===== src/rtl/traffic_light_ctrl.sv =====
// -----------------------------------------------------------------------------
// traffic_light_ctrl
//
// Single-approach traffic light controller. The light rests in RED until a
// vehicle waits at the stop line (sensor_1th) and the minimum red time has
// elapsed. GREEN then runs a fixed short phase, or a long phase if the queue
// reaches the 5th-car position (sensor_5th) at any point while green. YELLOW
// follows for a fixed time and the controller returns to RED.
//
// Ports:
//   clk         in   system clock, rising edge
//   rst         in   asynchronous active-high reset (forces RED)
//   sensor_1th  in   vehicle present at stop line, synchronous to clk
//   sensor_5th  in   queue reaches the 5th car, synchronous to clk
//   light       out  registered lamp code: 00 RED, 01 GREEN, 10 YELLOW
// -----------------------------------------------------------------------------
module traffic_light_ctrl #(
    parameter int CNT_W       = 8,
    parameter int RED_MIN     = 10,
    parameter int GREEN_SHORT = 8,
    parameter int GREEN_LONG  = 16,
    parameter int YELLOW_TIME = 3
) (
    input  logic       clk,
    input  logic       rst,
    input  logic       sensor_1th,
    input  logic       sensor_5th,
    output logic [1:0] light
);

    typedef enum logic [1:0] {
        RED    = 2'b00,
        GREEN  = 2'b01,
        YELLOW = 2'b10
    } state_t;

    // Last cycle index of each phase, in counter width.
    localparam logic [CNT_W-1:0] RED_LAST    = CNT_W'(RED_MIN - 1);
    localparam logic [CNT_W-1:0] SHORT_LAST  = CNT_W'(GREEN_SHORT - 1);
    localparam logic [CNT_W-1:0] LONG_LAST   = CNT_W'(GREEN_LONG - 1);
    localparam logic [CNT_W-1:0] YELLOW_LAST = CNT_W'(YELLOW_TIME - 1);

    state_t           state;
    state_t           state_next;
    logic [CNT_W-1:0] cnt;
    logic [CNT_W-1:0] cnt_next;
    logic             ext;
    logic             ext_next;
    logic             ext_seen;
    logic [CNT_W-1:0] green_last;
    logic [1:0]       light_next;

    // State, phase counter, long-green flag and lamp register. Reset drops
    // everything back to the start of a fresh RED phase.
    always_ff @(posedge clk or posedge rst) begin
        if (rst) begin
            state <= RED;
            cnt   <= '0;
            ext   <= 1'b0;
            light <= 2'b00;
        end else begin
            state <= state_next;
            cnt   <= cnt_next;
            ext   <= ext_next;
            light <= light_next;
        end
    end

    // Next-state logic. The defaults describe a fresh RED phase, which is
    // also where an illegal state encoding lands. The counter restarts at 0
    // on every phase change and otherwise counts cycles spent in the phase.
    always_comb begin
        state_next = RED;
        cnt_next   = '0;
        ext_next   = 1'b0;
        ext_seen   = 1'b0;
        green_last = SHORT_LAST;

        case (state)
            RED: begin
                // Once the minimum red time is used up the counter parks at
                // its last value, so a late request leaves on the next edge.
                if (cnt == RED_LAST) begin
                    if (sensor_1th) begin
                        state_next = GREEN;
                    end else begin
                        state_next = RED;
                        cnt_next   = cnt;
                    end
                end else begin
                    state_next = RED;
                    cnt_next   = cnt + CNT_W'(1);
                end
            end

            GREEN: begin
                // A long queue seen on the current cycle already counts, so a
                // sighting on the short deadline cycle still extends the phase.
                ext_seen   = ext | sensor_5th;
                green_last = ext_seen ? LONG_LAST : SHORT_LAST;
                if (cnt == green_last) begin
                    state_next = YELLOW;
                end else begin
                    state_next = GREEN;
                    cnt_next   = cnt + CNT_W'(1);
                    ext_next   = ext_seen;
                end
            end

            YELLOW: begin
                if (cnt == YELLOW_LAST) begin
                    state_next = RED;
                end else begin
                    state_next = YELLOW;
                    cnt_next   = cnt + CNT_W'(1);
                end
            end

            default: begin
                state_next = RED;
            end
        endcase
    end

    // The lamp register follows the next state, so light always equals the
    // encoding of the current state and never depends on the sensors directly.
    always_comb begin
        light_next = 2'b00;
        case (state_next)
            GREEN:   light_next = 2'b01;
            YELLOW:  light_next = 2'b10;
            default: light_next = 2'b00;
        endcase
    end

endmodule


===== config.mk =====
export PLATFORM = sky130hd
export DESIGN_NAME = traffic_light_ctrl
export DESIGN_NICKNAME = d
export VERILOG_FILES = /design/src/rtl/traffic_light_ctrl.sv
export SDC_FILE = /design/constraint.sdc
export NUM_CORES = 1
export LEC_CHECK = 0
export ABC_AREA = 1
export CELL_PAD_IN_SITES_DETAIL_PLACEMENT = 0
export CELL_PAD_IN_SITES_GLOBAL_PLACEMENT = 1
export CORE_MARGIN = 4
export CORE_UTILIZATION = 43
export CTS_BUF_LIST = sky130_fd_sc_hd__clkbuf_8
export CTS_CLUSTER_DIAMETER = 30
export CTS_CLUSTER_SIZE = 8
export DETAILED_ROUTE_END_ITERATION = 12
export GPL_TIMING_DRIVEN = 0
export PLACE_DENSITY_LB_ADDON = 0.1
export SLEW_MARGIN = 20
export SYNTH_ARGS = -nofsm -noshare
export SYNTH_HDL_FRONTEND = slang
export SYNTH_SLANG_ARGS = --single-unit

===== constraint.sdc =====
create_clock -name clk -period 1.55 [get_ports clk]
set_input_delay 0.31 -clock clk [delete_from_list [all_inputs] [get_ports clk]]
set_output_delay 0.31 -clock clk [all_outputs]
set_load 0.02 [all_outputs]

[Yosys cells after proc, flatten, opt, wreduce, memory -nomap -nowiden]
Index checks and enable logic that the tools add are counted.
Word-level totals
  register bits after elaboration: 13
  input port bits: 4
  output and inout port bits: 2
  logic and storage cells: 29
Operators by class
  add/subtract/negate cells: 1
  equal/unequal tests: 8
  multiplexer cells: 14
  bitwise operators: 1
  reduce and logical (&&, ||, !) cells: 1
Operator list (number)
  $mux W8: 4
  $pmux W8 S3: 1
  $add A8 B1 Y8 const B: 1
  $eq A8 B2 Y1 const B: 1
  $eq A8 B4 Y1: 1
  $eq A8 B4 Y1 const B: 1
  $mux W2: 3
  $pmux W2 S3: 1
  $eq A2 B1 Y1 const B: 2
  $eq A2 B2 Y1 const B: 2
  $mux W4: 1
  $pmux W2 S2: 1
  $mux W1: 3
  $ne A3 B3 Y1 const B: 1
  $logic_not A2 Y1: 1
  $or A1 B1 Y1: 1

[Logic depth before layout (Yosys ltp)]
Gate-level depths: netlist of the first run.
  depth after elaboration: 7
  depth in mapped cells: 8
  mapped depth without buffers: 8

[Least setup slack after synthesis of the first run]
No wires, ideal clock.
  kind: flip-flop to flip-flop
  start: reg cnt[1]
  end: reg cnt[0]
  data arrival time: 1096 ps
  required time: 1420 ps
  slack: 324 ps
  stages on the path, launching flop included: 8
  cells stage by stage: dfrtp_1 -> inv_1 -> ha_1 -> nand3_1 -> nor2_2 -> inv_1 -> nand3_1 -> nand4_1
Between the ends
  word-level cells in the longest chain between the ends: 3
  elaborated cells between the ends (all ways): 8
  those cells by class: 4 x eq/ne; 4 x mux
RTL lines
  start: declaration: line 45  | logic [CNT_W-1:0] cnt;
  start signal: assignment: line 63  | cnt <= cnt_next;
  $eq A8 B2 Y1, or another cell as far along: line 111  | if (cnt == YELLOW_LAST) begin
  $mux W8, on equally long branches: line 111, 101, 83
  $pmux W8 S3: line 79  | case (state)
Parallel ways exist; a longest one is shown, timed or not.
A chain may end at the register's enable or synchronous reset.

[Worst setup path in the final report of the first run]
  start: reg light[0]
  end: out light[0]
RTL lines
  start: declaration: line 28  | output logic [1:0] light
  start signal: assignment: line 65  | light <= light_next;
No word-level cell between the ends.

==> implementation parameters, run 1 <==
Parameter                              Value

Route
  Via count normalized by instance count ... slightly below 5
  Vias after detailed routing ... ~660
  Number of design rule violations left after detail routing ... 0
  Iteration count of the initial detailed-routing pass ... 4
  WL final ... ~1500 µm
  Routed length per instance ... approximately 11 µm
  Antenna-violating nets left ... 0
  Count of routing violations after the opening detailed-route iteration ... 11

Floorplan
  Effective utilization at floorplan ... 45.1%
  Std-Cell Core Area ... 1710 µm²
  Die width ... slightly above 50 µm
  Die outline height ... between 50 and 60 µm
  Io pins ... 6
  Die ar. ... about 2500 µm²
  # rows ... 15

Worst hold path
  Worst hold-check path type ... input pin to async pin

STA
  Minimum clock period ... 1460 ps
  Number of endpoints with negative hold slack in the final report ... 0
  Final WS setup ... between 80 and 90 ps
  Period utilization ... a little over nine tenths
  Setup Viol. Count Final ... 0
  Max Freq ... approximately 0.68 GHz
  Unrepaired setup endpoints after global routing ... false
  Worst-case hold slack ... around 390 ps
  Largest clock skew in the final design ... 3.35 ps
  TNS Setup ... 0 ps
  Transition at the pin with the smallest max-transition slack ... 478 ps
  Max-slew headroom at the worst pin ... 68.1%
  Count of final max-slew check failures ... 0

GRT
  Residual overflow from global routing ... 0
  Wire length of the first global-routing pass ... about 2600 µm
  Number of global-route vias before repair ... 604
  Number of antenna violations at the first check in global routing ... 0
  Combined global-route utilization of all metal layers ... ~13%
  Largest net degree at the start of global routing ... 14

Logic synthesis
  Synthesized netlist cell count ... 100
  Post-synthesis cell type with the largest combined area ... dfrtp_1
  Number of synthesized flops with an enable pin ... 0
  Share of the synthesized area in the top cell type ... 42.2%
  Number of warnings issued by yosys ... 0
  Post-Synthesis Net Count ... around 110
  Sequential cell area fraction in the yosys report ... between 40% and 50%
  Share of flip-flops with an asynchronous set or reset after synthesis ... 100%
  Leading post-synthesis cells by cell area ... dfrtp_1, nand3_1, nand2_1, inv_1, ha_1
  Mean area per synthesized cell ... about 7.7 µm²
  Combined area of all synthesized cells ... 771 µm²
  Main synth FF type ... dfrtp_1
  Number of distinct standard cells referenced by the synthesized netlist ... 20
  Total of flip-flops plus latches after synthesis ... 13

Power
  Switching pwr ... 124 µW
  Seq pwr share ... a little over half
  Internal power ... 522 µW
  Power share of the combinational group ... under 10%
  Static power due to leakage ... roughly 0.00044 µW
  Pwr Total ... 646 µW
  Power density relative to cell area ... about 710 nW/µm²
  Maximum ir drop on the vdd rail ... 0.566 mV
  Clock network fraction of design power ... between 40% and 50%
  Switching share of power ... 19.2%

Clock network
  Number of H-tree levels ... 1
  Clock insertion delay at the later pin of the skew report ... around 240 ps
  CTS Root Cell ... clkbuf_8
  Number of buffers inserted by post-CTS setup repair ... 0
  Number of CTS-inserted buffers ... 3
  Clock edge transition at the registers on the reported setup and hold paths ... around 60 ps
  Bufs on Longest Clock Path ... 2
  TritonCTS clock tree ... done
  Clock sink total ... 13

Setup path
  Peak per-stage delay on the critical path ... 600 ps
  CP Max Fanout ... 1
  Crit-path leading delay family ... buffers and inverters
  Nature of the critical path startpoint ... flip-flop
  Critical Path End Type ... primary output
  Arrival @ worst endpoint ... ~1200 ps
  WP data required ... around 1200 ps
  WP buf/inv ... 1
  Worst path slowest cell ... clkdlybuf4s50_1
  Critical Setup Path Class ... flip-flop to primary output
  Ordered cell list for the critical path ... clkdlybuf4s50_1

Placement
  Setup Slack @ Placement ... 19.5 ps
  PortBufs ... 5
  Sum of net half-perimeters after detailed placement ... 1110 µm
  Gpl congestion ... about 0.75

Finish
  Syn-to-layout area delta ... 17.4%
  Final design utilization ... 53.0%
  Layout cell share with drive strength beyond 1 ... approximately a tenth
  Diodes inserted ... 0
  Number of nets at the end of the flow ... 117
  Filler cell count ... 166
  Area taken by flip-flops and latches ... roughly 330 µm²
  Area of combinational cells with multiple inputs ... ~390 µm²

Run status
  Status ... complete, no violations

Job
  Max-cap violation count ... 0
==> synthesized netlist by cell type (all sizes together), types with 3 or more instances <==
master,count
a21oi,3
dfrtp,13
ha,3
inv,15
nand2,22
nand3,17
nand4,6
nor2,12
o21ai,3
==> cells in the final DEF (no fill, tap or decap) <==
master / n
a211oi_1: 1
a21o_1: 1
a21oi_1: 2
a21oi_2: 1
clkbuf_8: 3
clkdlybuf4s50_1: 5
dfrtp_1: 11
dfrtp_2: 2
ha_1: 3
inv_1: 16
nand2_1: 21
nand2_2: 1
nand3_1: 16
nand3_2: 1
nand4_1: 6
nor2_1: 9
nor2_2: 1
nor2_4: 2
nor3b_1: 1
o21ai_0: 3
o21bai_1: 1
xnor2_1: 1
xor2_1: 1
==> layout make-up <==
type                       instances  area share [%]
inverter                          15            6.22
multi-input combinational         72            43.6
tap                               25            3.46
timing repair buffer               5            5.53
clock buffer                       3            4.56
clock inverter                     1           0.415
sequential                        13            36.2
==> flip-flops by register name, indices dropped and copies added (netlist names) <==
| name | cells |
|---|---|
| light | 2 |
| cnt | 8 |
| ext | 1 |
| state | 2 |
==> per-layer routing <==
metal  global-route usage [%]  part of all wire [%]  vias to the layer above
met5                        0                     0                        -
met4                     5.38                  0.81                        0
met3                     2.67                   3.2                        2
met2                     20.9                    46                        6
met1                     18.2                    49                      298
li1                         -                     -                      349
==> kinds of logic (layout without fill, tap and decap cells) <==
| logic type | Yosys count | after routing | share of synthesized area (%) |
|---|---|---|---|
| fa+ha+maj | 3 | 3 | 4.87 |
| flops | 13 | 13 | 42.2 |
| buf+inv | 15 | 24 | 7.30 |
| xor+xnor | 2 | 2 | 2.27 |
| compound gates | 9 | 9 | 7.31 |
| simple gates | 58 | 58 | 36.0 |
==> per-stage QoR <==
step,instances,area (µm²)
after floorplan,100,771
after global routing,134,905
final,134,905
after global placement,130,852
after CTS,134,897
after detailed placement,130,852
==> worst paths after layout <==
| check | startpoint | slack [ps] | cells after the start | end |
|---|---|---|---|---|
| setup reg to reg | cnt[0] | 180 | 6 | cnt[0] |
| max in group asynchronous | rst | 810 | 2 | cnt[0] |
| min in group clk | ext | 530 | 2 | ext |
| setup / recovery | light[0] | 90 | 1 | light[0] |
| hold reg to reg | ext | 530 | 2 | ext |
| hold / removal | rst | 390 | 2 | light[0] |
==> what timing repair did <==
action / CTS / global route
setup endpoints to repair: 0 / 7
resized for setup: 0 / 3
hold buffers: 0 / 0
==> power by group through the flow <==
stage | Combinational, µW | Sequential, µW | Clock (µW)
6_report | 18.1 | 340 | 288
5_1_grt | 20.3 | 339 | 317
4_1_cts | 18.7 | 340 | 298
3_5_place_dp | 18.5 | 346 | 0
3_3_place_gp | 18.3 | 346 | 0
2_1_floorplan | 8.12 | 346 | 0
Power figures use the tool's default switching activity.
==> run 2, diff against run 1 <==
GPL_ROUTABILITY_DRIVEN = 0   (was not set)
HOLD_SLACK_MARGIN = 0.06   (was not set)
PLACE_DENSITY = 0.75   (was not set)
PLACE_DENSITY_LB_ADDON = not set   (was 0.1)
==> run 2 against run 1 <==
- cell area decreased by 0.28%
- largest power group unchanged
- first-iteration DRC count is 73% higher
- sequential share of layout area shrank 0.18 points
- count of clock-buffer cells in the layout did not move
- sequential power about the same
==> implementation parameters, run 2 (synthesized netlist as in run 1, its figures left out) <==
Parameter                              Value

Route
  Vias after detailed routing ... between 600 and 700
  WL final ... around 1500 µm
  Antenna-violating nets left ... 0
  Via count normalized by instance count ... ~4.8
  Number of design rule violations left after detail routing ... 0
  Count of routing violations after the opening detailed-route iteration ... 19
  Iteration count of the initial detailed-routing pass ... 4
  Routed length per instance ... roughly 12 µm

Clock network
  Bufs on Longest Clock Path ... 2
  Clock sink total ... 13
  Number of buffers inserted by post-CTS setup repair ... 0
  Number of H-tree levels ... 1
  TritonCTS clock tree ... done
  CTS Root Cell ... clkbuf_8
  Number of CTS-inserted buffers ... 3
  Clock edge transition at the registers on the reported setup and hold paths ... about 50 ps
  Clock insertion delay at the later pin of the skew report ... between 200 and 250 ps

Finish
  Number of nets at the end of the flow ... about 120
  Biggest registers after layout ... cnt: 8 flops, light: 2 flops, state: 2 flops
  Filler cell count ... about 160
  Syn-to-layout area delta ... 17.0%
  Diodes inserted ... 0
  Post-Layout Cell Count ... 134
  Leading cell types in the layout, fill and taps excluded ... nand2_1, inv_1, nand3_1
  Layout cell share with drive strength beyond 1 ... 8.26%
  Area of combinational cells with multiple inputs ... slightly below 400 µm²
  Layout Cell Area excl Fill ... about 900 µm²
  Reg with most FFs ... cnt
  Max FFs per register ... 8
  Most common cell after layout, fill and taps aside ... nand2_1
  Area taken by flip-flops and latches ... approximately 330 µm²

GRT
  Combined global-route utilization of all metal layers ... between 10% and 20%
  Number of global-route vias before repair ... approximately 630
  Largest net degree at the start of global routing ... 14
  Number of antenna violations at the first check in global routing ... 0
  Residual overflow from global routing ... 0
  Wire length of the first global-routing pass ... between 2000 and 3000 µm

Placement
  PortBufs ... 5
  Number of placed instances, taps included ... 130
  Sum of net half-perimeters after detailed placement ... between 1000 and 1500 µm
  Placed instance area ... 852 µm²

STA
  Period utilization ... roughly 95%
  Transition at the pin with the smallest max-transition slack ... about 490 ps
  Minimum clock period ... around 1500 ps
  Count of final max-slew check failures ... 0
  Number of endpoints with negative hold slack in the final report ... 0
  Max-slew headroom at the worst pin ... ~67%
  Setup Viol. Count Final ... 0
  Largest clock skew in the final design ... between 2 and 2.5 ps
  Max Freq ... 0.677 GHz

Floorplan
  Die width ... ~50 µm
  Io pins ... 6
  Die outline height ... just over 50 µm
  Effective utilization at floorplan ... between 40% and 50%
  # rows ... 15
  Die ar. ... roughly 2500 µm²
  Std-Cell Core Area ... between 1500 and 2000 µm²

Setup path
  Arrival @ worst endpoint ... roughly 1200 ps
  Worst path slowest cell ... clkdlybuf4s50_1
  Nature of the critical path startpoint ... flip-flop
  WP buf/inv ... 1
  Peak per-stage delay on the critical path ... approximately 600 ps
  CP Max Fanout ... 1
  WP data required ... 1240 ps
  Crit-path leading delay family ... buffers and inverters
  Critical Path End Type ... primary output
  Ordered cell list for the critical path ... clkdlybuf4s50_1
  Critical Setup Path Class ... flip-flop to primary output

Run status
  Status ... complete, no violations

Power
  Maximum ir drop on the vdd rail ... between 0.5 and 0.6 mV
  Power density relative to cell area ... 719 nW/µm²
  Pwr Total ... between 600 and 700 µW
  Static power due to leakage ... ~0.00044 µW

Worst hold path
  Worst hold-check path type ... input pin to async pin

Job
  Max-cap violation count ... 0
==> run 2: final cells by class <==
class / instances / area share (%)
clock inverter: 1 / 0.416
timing repair buffer: 5 / 5.55
tap: 25 / 3.47
clock buffer: 3 / 4.58
multi-input combinational: 72 / 43.7
sequential: 13 / 36.1
inverter: 15 / 6.24
==> run 2: what timing repair did <==
item / 4_1_cts / 5_1_grt
endpoints found under the setup margin: 0 / 2
hold buffers: 0 / 0
resized for setup: 0 / 1
==> run 2: where the power goes <==
part / total [µW] / switching [µW] / internal (µW)
clock network: 291 / 116 / 175
logic: 18.2 / 10.3 / 7.85
registers: 340 / 0 / 340
total: 649 / 127 / 522
==> run 2: worst paths after layout <==
path                       cells past startpoint  slack [ps]        to      from
min reg2reg                                    2         530       ext       ext
max reg2reg                                    6         130  state[0]    cnt[1]
min                                            2         400    cnt[3]       rst
min in group clk                               2         530       ext       ext
max                                            1          70  light[0]  light[0]
max in group asynchronous                      2         820    cnt[4]       rst
==> run 2: through the flow <==
stage	setup TNS [ps]	utilization (%)	hold slack (ps)	setup slack, ps
after detailed placement	0	49.9	523	8.24
after global routing	-2.57	52.8	451	-2.57
after CTS	0	52.5	409	60.0
after floorplan	0	-	187	324
final	0	52.8	397	72.1
after global placement	0	49.9	498	12.2
==> run 2: routing by layer <==
layer  GRT usage, %  part of all wire [%]  vias up
met4           5.38                   1.1        0
met5              0                     0        -
met1           21.3                    52      285
li1               -                     -      344
met3           2.37                   4.6        2
met2           20.7                    43       13
